$ cat config.mk
export PLATFORM = sky130hd
export DESIGN_NAME = countdown_ctrl
export DESIGN_NICKNAME = d
export VERILOG_FILES = /design/src/rtl/countdown_ctrl_pkg.sv /design/src/rtl/countdown_ctrl_digit.sv /design/src/rtl/countdown_ctrl.sv
export SDC_FILE = /design/constraint.sdc
export NUM_CORES = 1
export LEC_CHECK = 0
export CORE_MARGIN = 2
export CORE_UTILIZATION = 35
export CTS_BUF_LIST = sky130_fd_sc_hd__clkbuf_4
export DETAILED_ROUTE_END_ITERATION = 16
export GPL_ROUTABILITY_DRIVEN = 0
export GPL_TIMING_DRIVEN = 0
export PLACE_DENSITY = 0.61
export SETUP_SLACK_MARGIN = 0.1
export SLEW_MARGIN = 20
export SYNTH_ARGS = -nofsm -noshare
export SYNTH_HDL_FRONTEND = slang
export SYNTH_SLANG_ARGS = --single-unit
$ cat constraint.sdc
create_clock -name clk -period 2.5 [get_ports clk]
set_input_delay 0.25 -clock clk [delete_from_list [all_inputs] [get_ports clk]]
set_output_delay 0.25 -clock clk [all_outputs]
set_load 0.02 [all_outputs]
$ cat src/rtl/countdown_ctrl_pkg.sv
// Shared definitions for the countdown sequencer.
// FSM state codes and BCD constants.
package countdown_ctrl_pkg;

  localparam logic [1:0] S_IDLE    = 2'd0;
  localparam logic [1:0] S_RUN     = 2'd1;
  localparam logic [1:0] S_PAUSE   = 2'd2;
  localparam logic [1:0] S_EXPIRED = 2'd3;

  localparam logic [3:0] BCD_NINE  = 4'd9;

endpackage

$ cat src/rtl/countdown_ctrl_digit.sv
// One BCD digit counting down 9..0 with wrap and borrow.
// Chained by the top to form a two-digit counter.
module bcd_down_digit
  import countdown_ctrl_pkg::*;
#(
  parameter logic [3:0] RST_VAL = 4'd0
) (
  input  logic       clk,
  input  logic       rst,
  input  logic       load,
  input  logic [3:0] load_val,
  input  logic       dec,
  output logic [3:0] digit,
  output logic       borrow_out,
  output logic       zero
);

  logic [3:0] r_digit;

  always_ff @(posedge clk or negedge rst) begin
    if (!rst) begin
      r_digit <= RST_VAL;
    end else if (load) begin
      r_digit <= load_val;
    end else if (dec) begin
      r_digit <= zero ? BCD_NINE : r_digit - 4'd1;
    end
  end

  assign digit      = r_digit;
  assign zero       = (r_digit == 4'd0);
  assign borrow_out = dec & zero;

endmodule

$ cat src/rtl/countdown_ctrl.sv
// Start/pause/load sequencer for secTimer with a
// two-digit BCD countdown and registered status.
module countdown_ctrl
  import countdown_ctrl_pkg::*;
#(
  parameter logic [3:0] INIT_TENS = 4'd9,
  parameter logic [3:0] INIT_ONES = 4'd9
) (
  input  logic       clk,
  input  logic       rst,
  input  logic       load,
  input  logic       start,
  input  logic       pause,
  input  logic       sec_pulse,
  output logic       timer_en,
  output logic       timer_rst,
  output logic [3:0] tens,
  output logic [3:0] ones,
  output logic       running,
  output logic       done,
  output logic       timeout
);

  logic [1:0] r_state;
  logic [1:0] w_nxt;
  logic       r_timer_en;
  logic       r_timer_rst;
  logic       r_running;
  logic       r_done;
  logic       r_timeout;

  logic       w_dec;
  logic       w_ones_borrow;
  logic       w_ones_zero;
  logic       w_tens_borrow;
  logic       w_tens_zero;
  logic       w_cnt_zero;
  logic       w_cnt_one;
  logic [3:0] w_tens;
  logic [3:0] w_ones;

  bcd_down_digit #(.RST_VAL(INIT_ONES)) u_ones (
    .clk        (clk),
    .rst        (rst),
    .load       (load),
    .load_val   (INIT_ONES),
    .dec        (w_dec),
    .digit      (w_ones),
    .borrow_out (w_ones_borrow),
    .zero       (w_ones_zero)
  );

  bcd_down_digit #(.RST_VAL(INIT_TENS)) u_tens (
    .clk        (clk),
    .rst        (rst),
    .load       (load),
    .load_val   (INIT_TENS),
    .dec        (w_ones_borrow),
    .digit      (w_tens),
    .borrow_out (w_tens_borrow),
    .zero       (w_tens_zero)
  );

  assign w_cnt_zero = w_tens_zero & w_ones_zero;
  assign w_cnt_one  = w_tens_zero & (w_ones == 4'd1);
  // Never decrement at 00, so the digits cannot wrap to 99.
  assign w_dec = (r_state == S_RUN) & sec_pulse
               & ~load & ~w_cnt_zero;

  always_comb begin
    w_nxt = r_state;
    if (load) begin
      w_nxt = S_IDLE;
    end else begin
      case (r_state)
        S_IDLE: begin
          if (start && !w_cnt_zero) w_nxt = S_RUN;
        end
        S_RUN: begin
          if ((w_dec && w_cnt_one) || w_tens_borrow)
            w_nxt = S_EXPIRED;
          else if (pause)
            w_nxt = S_PAUSE;
        end
        S_PAUSE: begin
          if (start) w_nxt = S_RUN;
        end
        default: w_nxt = r_state;
      endcase
    end
  end

  always_ff @(posedge clk or negedge rst) begin
    if (!rst) begin
      r_state     <= S_IDLE;
      r_timer_en  <= 1'b0;
      r_timer_rst <= 1'b0;
      r_running   <= 1'b0;
      r_done      <= 1'b0;
      r_timeout   <= 1'b0;
    end else begin
      r_state     <= w_nxt;
      r_timer_en  <= (w_nxt == S_RUN);
      r_timer_rst <= (w_nxt == S_RUN) | (w_nxt == S_PAUSE);
      r_running   <= (w_nxt == S_RUN);
      r_done      <= (w_nxt == S_EXPIRED);
      r_timeout   <= w_dec & w_cnt_one;
    end
  end

  assign timer_en  = r_timer_en;
  assign timer_rst = r_timer_rst;
  assign tens      = w_tens;
  assign ones      = w_ones;
  assign running   = r_running;
  assign done      = r_done;
  assign timeout   = r_timeout;

endmodule

# Word-level counts from Yosys, hierarchy flattened
# Index checks and enable logic that the tools add are counted.
dict set report totals {
  ff_bits 14
  in_bits 6
  output_inout_bits 13
  wordCells 47
}
dict set report classes {
  add_sub_neg 2
  n_eq_ne 6
  mux 12
  n_bitwise 11
  reduce_logical 9
}
# cell count
set op_table {}
lappend op_table {{two-way mux 4 bit} 6}
lappend op_table {{two-way mux 2 bit} 5}
lappend op_table {{AND 1 bit} 8}
lappend op_table {{logical NOT 4 bit} 2}
lappend op_table {{subtractor 4 x 1 -> 4 bit, second input constant} 2}
lappend op_table {{equality test 2 bit, second input constant} 3}
lappend op_table {{case mux 2 bit (3 select lines)} 1}
lappend op_table {{equality test 2 x 1 -> 1 bit, second input constant} 2}
lappend op_table {{equality test 4 x 1 -> 1 bit, second input constant} 1}
lappend op_table {{nonzero test 2 bit} 2}
lappend op_table {{logical AND 1 bit} 2}
lappend op_table {{logical NOT 2 bit} 1}
lappend op_table {{inverter 1 bit} 2}
lappend op_table {{logical NOT 1 bit} 1}
lappend op_table {{logical OR 1 bit} 1}
lappend op_table {{OR 1 bit} 1}

# Depth between registers and ports, before layout
dict set report logic_depth {
  ltp_word 12
  ltp_mapped 8
  ltp_nobuf 8
}

# Modules after synthesis
# A second synthesis with hierarchy kept.
dict set report unflattened {
  hier_cells 74
  hier_area_um2 770.7
}
# module instances cells_each area_per_inst_um2 seq_area_each_um2
set modules_own_cells {}
lappend modules_own_cells {bcd_down_digit 2 23 231.5 102.6}
lappend modules_own_cells {countdown_ctrl 1 28 307.8 150.1}

# Least setup slack after synthesis
# Ideal clock, no wire load.
dict set report synth_path {
  path_type {reg-to-reg}
  from {reg u_ones.r_digit[0] (netlist: u_ones.digit[0])}
  to {reg r_timer_rst (netlist: timer_rst)}
  setup_ps 113
  arrival_time_ps 1997
  required_time_ps 2387
  slack_ps 390
  path_stages_with_launch 9
  path_buffers 0
  synth_period_minus_slack_ps 2110
  path_cell_list {dfstp_2 -> inv_1 -> ha_1 -> nor4b_1 -> and3_1 -> nor3_1 -> or3_1 -> ha_1 -> inv_1}
}
dict set report synth_between {
  elab_chain_cells 12
  elab_cells_between_ends 19
  cone_classes {3 x eq/ne; 4 x mux; 7 x bitwise; 5 x reduce/logical}
}
# element line_no
set synth_lines {}
lappend synth_lines {{start, declared} countdown_ctrl_digit.sv:18} ;# logic [3:0] r_digit;
lappend synth_lines {{start signal, assigned} countdown_ctrl_digit.sv:24} ;# r_digit <= load_val;
lappend synth_lines {{start signal, assigned} countdown_ctrl_digit.sv:26} ;# r_digit <= zero ? BCD_NINE : r_digit - 4'd1;
lappend synth_lines {{logical NOT 4 bit} countdown_ctrl_digit.sv:31} ;# assign zero = (r_digit == 4'd0);
lappend synth_lines {{AND 1 bit} countdown_ctrl.sv:64} ;# assign w_cnt_zero = w_tens_zero & w_ones_zero;
lappend synth_lines {{inverter 1 bit} countdown_ctrl.sv:68} ;# & ~load & ~w_cnt_zero;
lappend synth_lines {{AND 1 bit} countdown_ctrl.sv:68}
lappend synth_lines {{AND 1 bit (2 in series)} countdown_ctrl_digit.sv:32} ;# assign borrow_out = dec & zero;
lappend synth_lines {{logical OR 1 bit} countdown_ctrl.sv:80} ;# if ((w_dec && w_cnt_one) || w_tens_borrow)
lappend synth_lines {{two-way mux 2 bit} countdown_ctrl.sv:80}
lappend synth_lines {{case mux 2 bit (3 select lines) (*)} countdown_ctrl.sv:75} ;# case (r_state)
lappend synth_lines {{two-way mux 2 bit (*)} countdown_ctrl.sv:72} ;# if (load) begin
lappend synth_lines {{equality test 2 x 1 -> 1 bit / equality test 2 bit (equally long branches)} countdown_ctrl.sv:104} ;# r_timer_rst <= (w_nxt == S_RUN) | (w_nxt == S_PAUSE);
lappend synth_lines {{OR 1 bit (*)} countdown_ctrl.sv:104}
lappend synth_lines {{end signal, assigned} countdown_ctrl.sv:104}
lappend synth_lines {{end, declared} countdown_ctrl.sv:27} ;# logic r_timer_rst;
# Every way passes the cells marked *; elsewhere a longest branch is shown, timed or not.
# A chain may end at the register's enable or synchronous reset.

# Worst setup path in the final report
# Same ends and word-level chain as after synthesis.

==> results.md <==
* Number of failing hold endpoints at the final stage at 0
* Maximum number of pins on one net before global-route repair at 15
* Vias per Instance at 4.91
* Number of placed I/O pins at 19
* Mean routed wirelength per cell at 12.0 um
* HPWL Detailed at 1100 um
* Clock buffer count from CTS at 3
* Total detailed-routing wirelength at 1480 um
* Sequential cell area fraction in the yosys report at 0.453
* Upper clock frequency limit at 0.461 GHz
* Post-route minimum period at 2170 ps
* Startpoint types: flip-flop
* Cell with the largest stage delay on the worst path: sky130_fd_sc_hd__dfstp_2
* Top post-synthesis cells by area: sky130_fd_sc_hd__dfrtp_1 32%, sky130_fd_sc_hd__dfstp_2 13%, sky130_fd_sc_hd__ha_1 11%, sky130_fd_sc_hd__nor3_1 3.8%, sky130_fd_sc_hd__inv_1 3.3%
* Clock tree from TritonCTS: done
* Crit path max-delay family: simple AND/OR/NAND/NOR gates
* Cells after synthesis at 73
* Final Power at 0.440 mW
* Die height at 51.3 um
* Bufs and invs on worst path at 2
* Hold buffer count at cts at 0
* RSZ-0062 raised after global routing: no
* Number of setup violations in the final report at 0
* Slew at the pin with the worst max-slew slack at 645 ps
* Reg2Reg Setup Slack at 330 ps
* Resized cells post-CTS at 0
* Number of sinks driven by the clock tree at 14
* Count of yosys warnings during synthesis at 0
* Antenna Violating Nets Remaining at 0
* Leading cell type in the layout, fill and taps excluded: sky130_fd_sc_hd__clkdlybuf4s50_1
* Clock network latency to the later pin of the worst-skew pair at 280 ps
* Nets at 109
* Effective utilization at floorplan at 0.362
* Status: completed
* Diode count at 0
* LEAKAGE at 0.419 nW
* Layout overhead on the synthesized area at 30.8%
* Net count of the mapped netlist at 86
* Worst endpoint required time at 2680 ps
* Via count of the first global-routing pass at 594
* First-pass DRT Iterations at 3
* FILL cells at 226
* Synthesized area at 785 um2
* # Post-CTS Setup Buffers at 0
* Count of max-cap constraint violations at 0
* Type of the worst min-delay path: in -> async
* Crit path capture type: flip-flop
* Die area at 2640 um2
* Ordered cell list for the critical path: inv_1 -> ha_1 -> nor4b_1 -> and3_1 -> nor3_1 -> or3_1 -> ha_1 -> inv_1
* Via total after detailed routing at 604
* Pwr per Cell Area at 429 nW/um2
* H-tree levels at 1
* Final count of pins violating max slew at 0
* Number of rows created at floorplan at 17
* Initial antenna violation count at 0
* Arrival time worst endpoint at 2350 ps
* Area fraction of the dominant cell type after synthesis at 0.319
* Share of post-route cells with drive strength above 1 at 0.137
* Relative max-transition margin at 0.569
* DRC violations left at 0
* Critical path fanouts, max at 4
* Crit-path max cell delay at 560 ps
* Most frequent cells in the layout: 18 x sky130_fd_sc_hd__clkdlybuf4s50_1, 10 x sky130_fd_sc_hd__dfrtp_1, 7 x sky130_fd_sc_hd__inv_1, 7 x sky130_fd_sc_hd__ha_1
* Wire length of the first global-routing pass at 2580 um
* Worst setup path class: reg -> reg
* Initial DRC Count at 7
* Yosys cell types at 30
* Avg Synthesized Cell Area at 10.7 um2
* Clock tree root driver cell: sky130_fd_sc_hd__clkbuf_4
* Placeable core region at 2170 um2
* Seq cells post-synth at 14
* Total Negative Setup Slacks at 0 ps
* Clock slew at reported path FFs at 80 ps
* Peak ir drop on the vdd network at 0.339 mV
* Total routing usage reported by global routing at 0.136
* Total gr overflow at 0
* Final cycle utilization of the critical path at 0.867
* Count of buffers from port buffering at 18
* Worst-case clock buffer depth at 2
* Horizontal extent of the die at 51.3 um
* Final worst clock skew at 2.08 ps
* Library cell with the largest summed area after synthesis: sky130_fd_sc_hd__dfrtp_1
[per-stage QoR]
step	instance area, um2	worst slack [ps]	cells	utilization	hold slack [ps]
floorplan	785	390	73	-	-45.6
global placement	1000	274	119	0.461	549
detailed placement	1000	270	119	0.461	560
CTS	1030	335	123	0.473	380
global route	1030	105	123	0.473	403
finish	1030	333	123	0.473	362
[synth_stat cells (all sizes together)]
| cell | n |
|---|---|
| nor4b | 1 |
| o21ai | 1 |
| or3 | 1 |
| nor4bb | 1 |
| a21oi | 5 |
| inv | 7 |
| o21a | 1 |
| nor3b | 2 |
| mux2 | 1 |
| nand4bb | 1 |
| dfstp | 4 |
| and3 | 1 |
| nor3 | 7 |
| a211o | 1 |
| or3b | 1 |
| buf | 1 |
| mux2i | 2 |
| nand2 | 2 |
| o31ai | 1 |
| clkbuf | 1 |
| nand3 | 2 |
| nand3b | 2 |
| a31oi | 2 |
| and4bb | 1 |
| ha | 7 |
| o32ai | 1 |
| nor2 | 6 |
| dfrtp | 10 |
[path summary, 6_finish.rpt]
check / start / to / cells after the start
max in group asynchronous: rst / r_state[1] / 1
worst min-delay path: rst / u_tens.digit[2] / 1
min in group clk: u_tens.digit[0] / u_tens.digit[0] / 2
worst min register to register: u_tens.digit[0] / u_tens.digit[0] / 2
worst max-delay path: u_ones.digit[0] / timer_rst / 8
worst max register to register: u_ones.digit[0] / timer_rst / 8
[logic make-up (layout without fill, tap and decap cells)]
family	Yosys count	in the layout	synth area share
AND/OR/NAND/NOR	28	28	0.247
flip-flops	14	14	0.453
multiplexers	3	3	0.0447
AO/OA/AOI/OAI	12	12	0.0957
buffers and inverters	9	31	0.0479
adder cells (fa/ha/maj)	7	7	0.112
[power by group]
part / internal (mW) / switching, mW
Clock: 0.0579 / 0.0722
Combinational: 0.0337 / 0.0331
Sequential: 0.236 / 0.00730
Total: 0.328 / 0.113
[metal layers]
metal | track usage | share of wire | up-vias
met5 | 0 | 0 | -
met4 | 0.0921 | 0.021 | 0
met3 | 0.0351 | 0.041 | 4
met2 | 0.188 | 0.43 | 14
met1 | 0.184 | 0.51 | 279
li1 | - | - | 307
[cell type report]
type / count / area [um2] / area share
clock inverter: 1 / 3.75 / 0.00366
tap: 28 / 35.0 / 0.0341
timing repair buffer: 18 / 180 / 0.176
buffer: 2 / 11.3 / 0.0110
inverter: 7 / 26.3 / 0.0256
clock buffer: 3 / 22.5 / 0.0220
sequential: 14 / 355 / 0.346
multi-input combinational: 50 / 392 / 0.382
[flip-flops by register name (all words and copies together) (netlist names)]
register	count
u_tens.digit	4
r_state	2
timer_rst	1
done	1
timeout	1
running	1
u_ones.digit	4
(Power assumes the default switching activity.)
==> RTL edit, RTL diff (same settings) <==
Remove the register `r_timer_en`: a continuous assignment takes its place, so the output `timer_en` follows one clock earlier.
--- a/src/rtl/countdown_ctrl.sv
+++ b/src/rtl/countdown_ctrl.sv
@@ -94,5 +94,4 @@
     if (!rst) begin
       r_state     <= S_IDLE;
-      r_timer_en  <= 1'b0;
       r_timer_rst <= 1'b0;
       r_running   <= 1'b0;
@@ -101,5 +100,4 @@
     end else begin
       r_state     <= w_nxt;
-      r_timer_en  <= (w_nxt == S_RUN);
       r_timer_rst <= (w_nxt == S_RUN) | (w_nxt == S_PAUSE);
       r_running   <= (w_nxt == S_RUN);
@@ -108,4 +106,6 @@
     end
   end
+
+  assign r_timer_en = (w_nxt == S_RUN);
 
   assign timer_en  = r_timer_en;
Formal check against the unedited RTL: not equivalent (Yosys sat finds a counterexample within 4 cycles, from zero or initial values and one cycle with rst low).
==> RTL edit against the original RTL <==
  * The flow now finishes with violations (negative setup slack)
  * Total power up 4.3%
  * Critical path depth unchanged
  * Sequential cell count unchanged
  * Area after synthesis down 2.1%
  * Cell area up 12%
  * Worst setup slack worse by 0.47 ns
  * Wire length up 28%
  * Count of clock-buffer cells in the layout unchanged
  * Critical path type is now flip-flop to output port
  * Highest routed layer is now met3
==> RTL edit: results <==
{
  "syn-instance-count": 72,
  "synthDominantCellAreaShare_pct": 32.57,
  "drtIter0Drc": 10,
  "seq_cell_count": 14,
  "nNonClkBuffers": 32,
  "violations": "negative setup slack",
  "cp_max_fo": 3,
  "sequentialPowerShare_pct": 53.4,
  "dp.final_hpwl_mm": 1.165,
  "power_attributed_to_combinational_cells_uw": 84.6,
  "worst_pin_slew_ns": 0.6592,
  "multi_input_area_sq_um": 434.2,
  "grtUsageMet3_pct": 5.848,
  "final.fill_count": 184,
  "grt_util_met1_pct": 18.59,
  "synth_top_cells_by_count": "dfrtp_1 (10), ha_1 (7), inv_1 (5), nor2_1 (5), nor3_1 (5)",
  "arrival_ns": 2.38,
  "post-place-cells": 117,
  "timing.reg2reg.worst_path_depth": 12,
  "worst_r2r_endpoint": "timeout",
  "layout.clock.cell_area_share_pct": 1.952,
  "final-setup-viol-count": 1,
  "cts.repair.resized": 14,
  "row_count": 16,
  "status": "finished with violations",
  "netlist_top_cells_area": "dfrtp_1 (33%), dfstp_2 (14%), ha_1 (11%)",
  "met2_length_um": 982,
  "synthDistinctLibCells": 31,
  "fin_cells": 133,
  "routed_wire_length_per_instance_um": 14.23,
  "wl_met1_um": 819,
  "worst_clock_skew_ns": 0.005625,
  "p_leak_nw": 0.4982,
  "critPathKind": "flip-flop to output port",
  "comb.multi_input.count": 52,
  "drt_pre_antenna_iters": 4,
  "layout.non_clock_inverters": 5,
  "routed-wl-met3_um": 91,
  "power.share.switching_pct": 26.98,
  "layout-drive-gt1-share_pct": 32.08,
  "p_per_area_nw_per_um2": 398.1,
  "fin_area_sq_um": 1154,
  "worst_reg2reg_setup_slack_ns": 0.18,
  "dr.max_layer_used": "met3",
  "gr-usage-all-layers_pct": 15.94,
  "final_critical_path_setup_slack_ns": -0.1343
}
[RTL edit: changes by cell type in the layout (fill, tap and decap cells not counted), sizes merged, moves of 2 or more]
cell,before,now
nand4,0,2
a31oi,2,0
nand2b,0,3
inv,7,5
o21ai,1,3
buf,1,14
xor2,0,2
[RTL edit: through the flow]
stage          hold slack, ns  setup TNS, ns  setup WS, ns
2_1_floorplan        -0.04559              0        0.1034
3_3_place_gp           0.5399        -0.5100       -0.5100
3_5_place_dp           0.5452        -0.5261       -0.5261
4_1_cts                0.4064       -0.09329      -0.09329
5_1_grt                0.4268        -0.1956       -0.1956
6_report               0.3644        -0.1343       -0.1343
[RTL edit: kinds of logic (layout without fill, tap and decap cells)]
group,after synthesis,after routing,synth area share (%)
AO/OA/AOI/OAI,12,12,9.446
XOR/XNOR,2,2,2.281
adder cells (fa/ha/maj),7,7,11.40
buffers and inverters,6,40,2.931
flip-flops,14,14,46.25
multiplexers,1,1,1.303
AND/OR/NAND/NOR,30,30,26.39
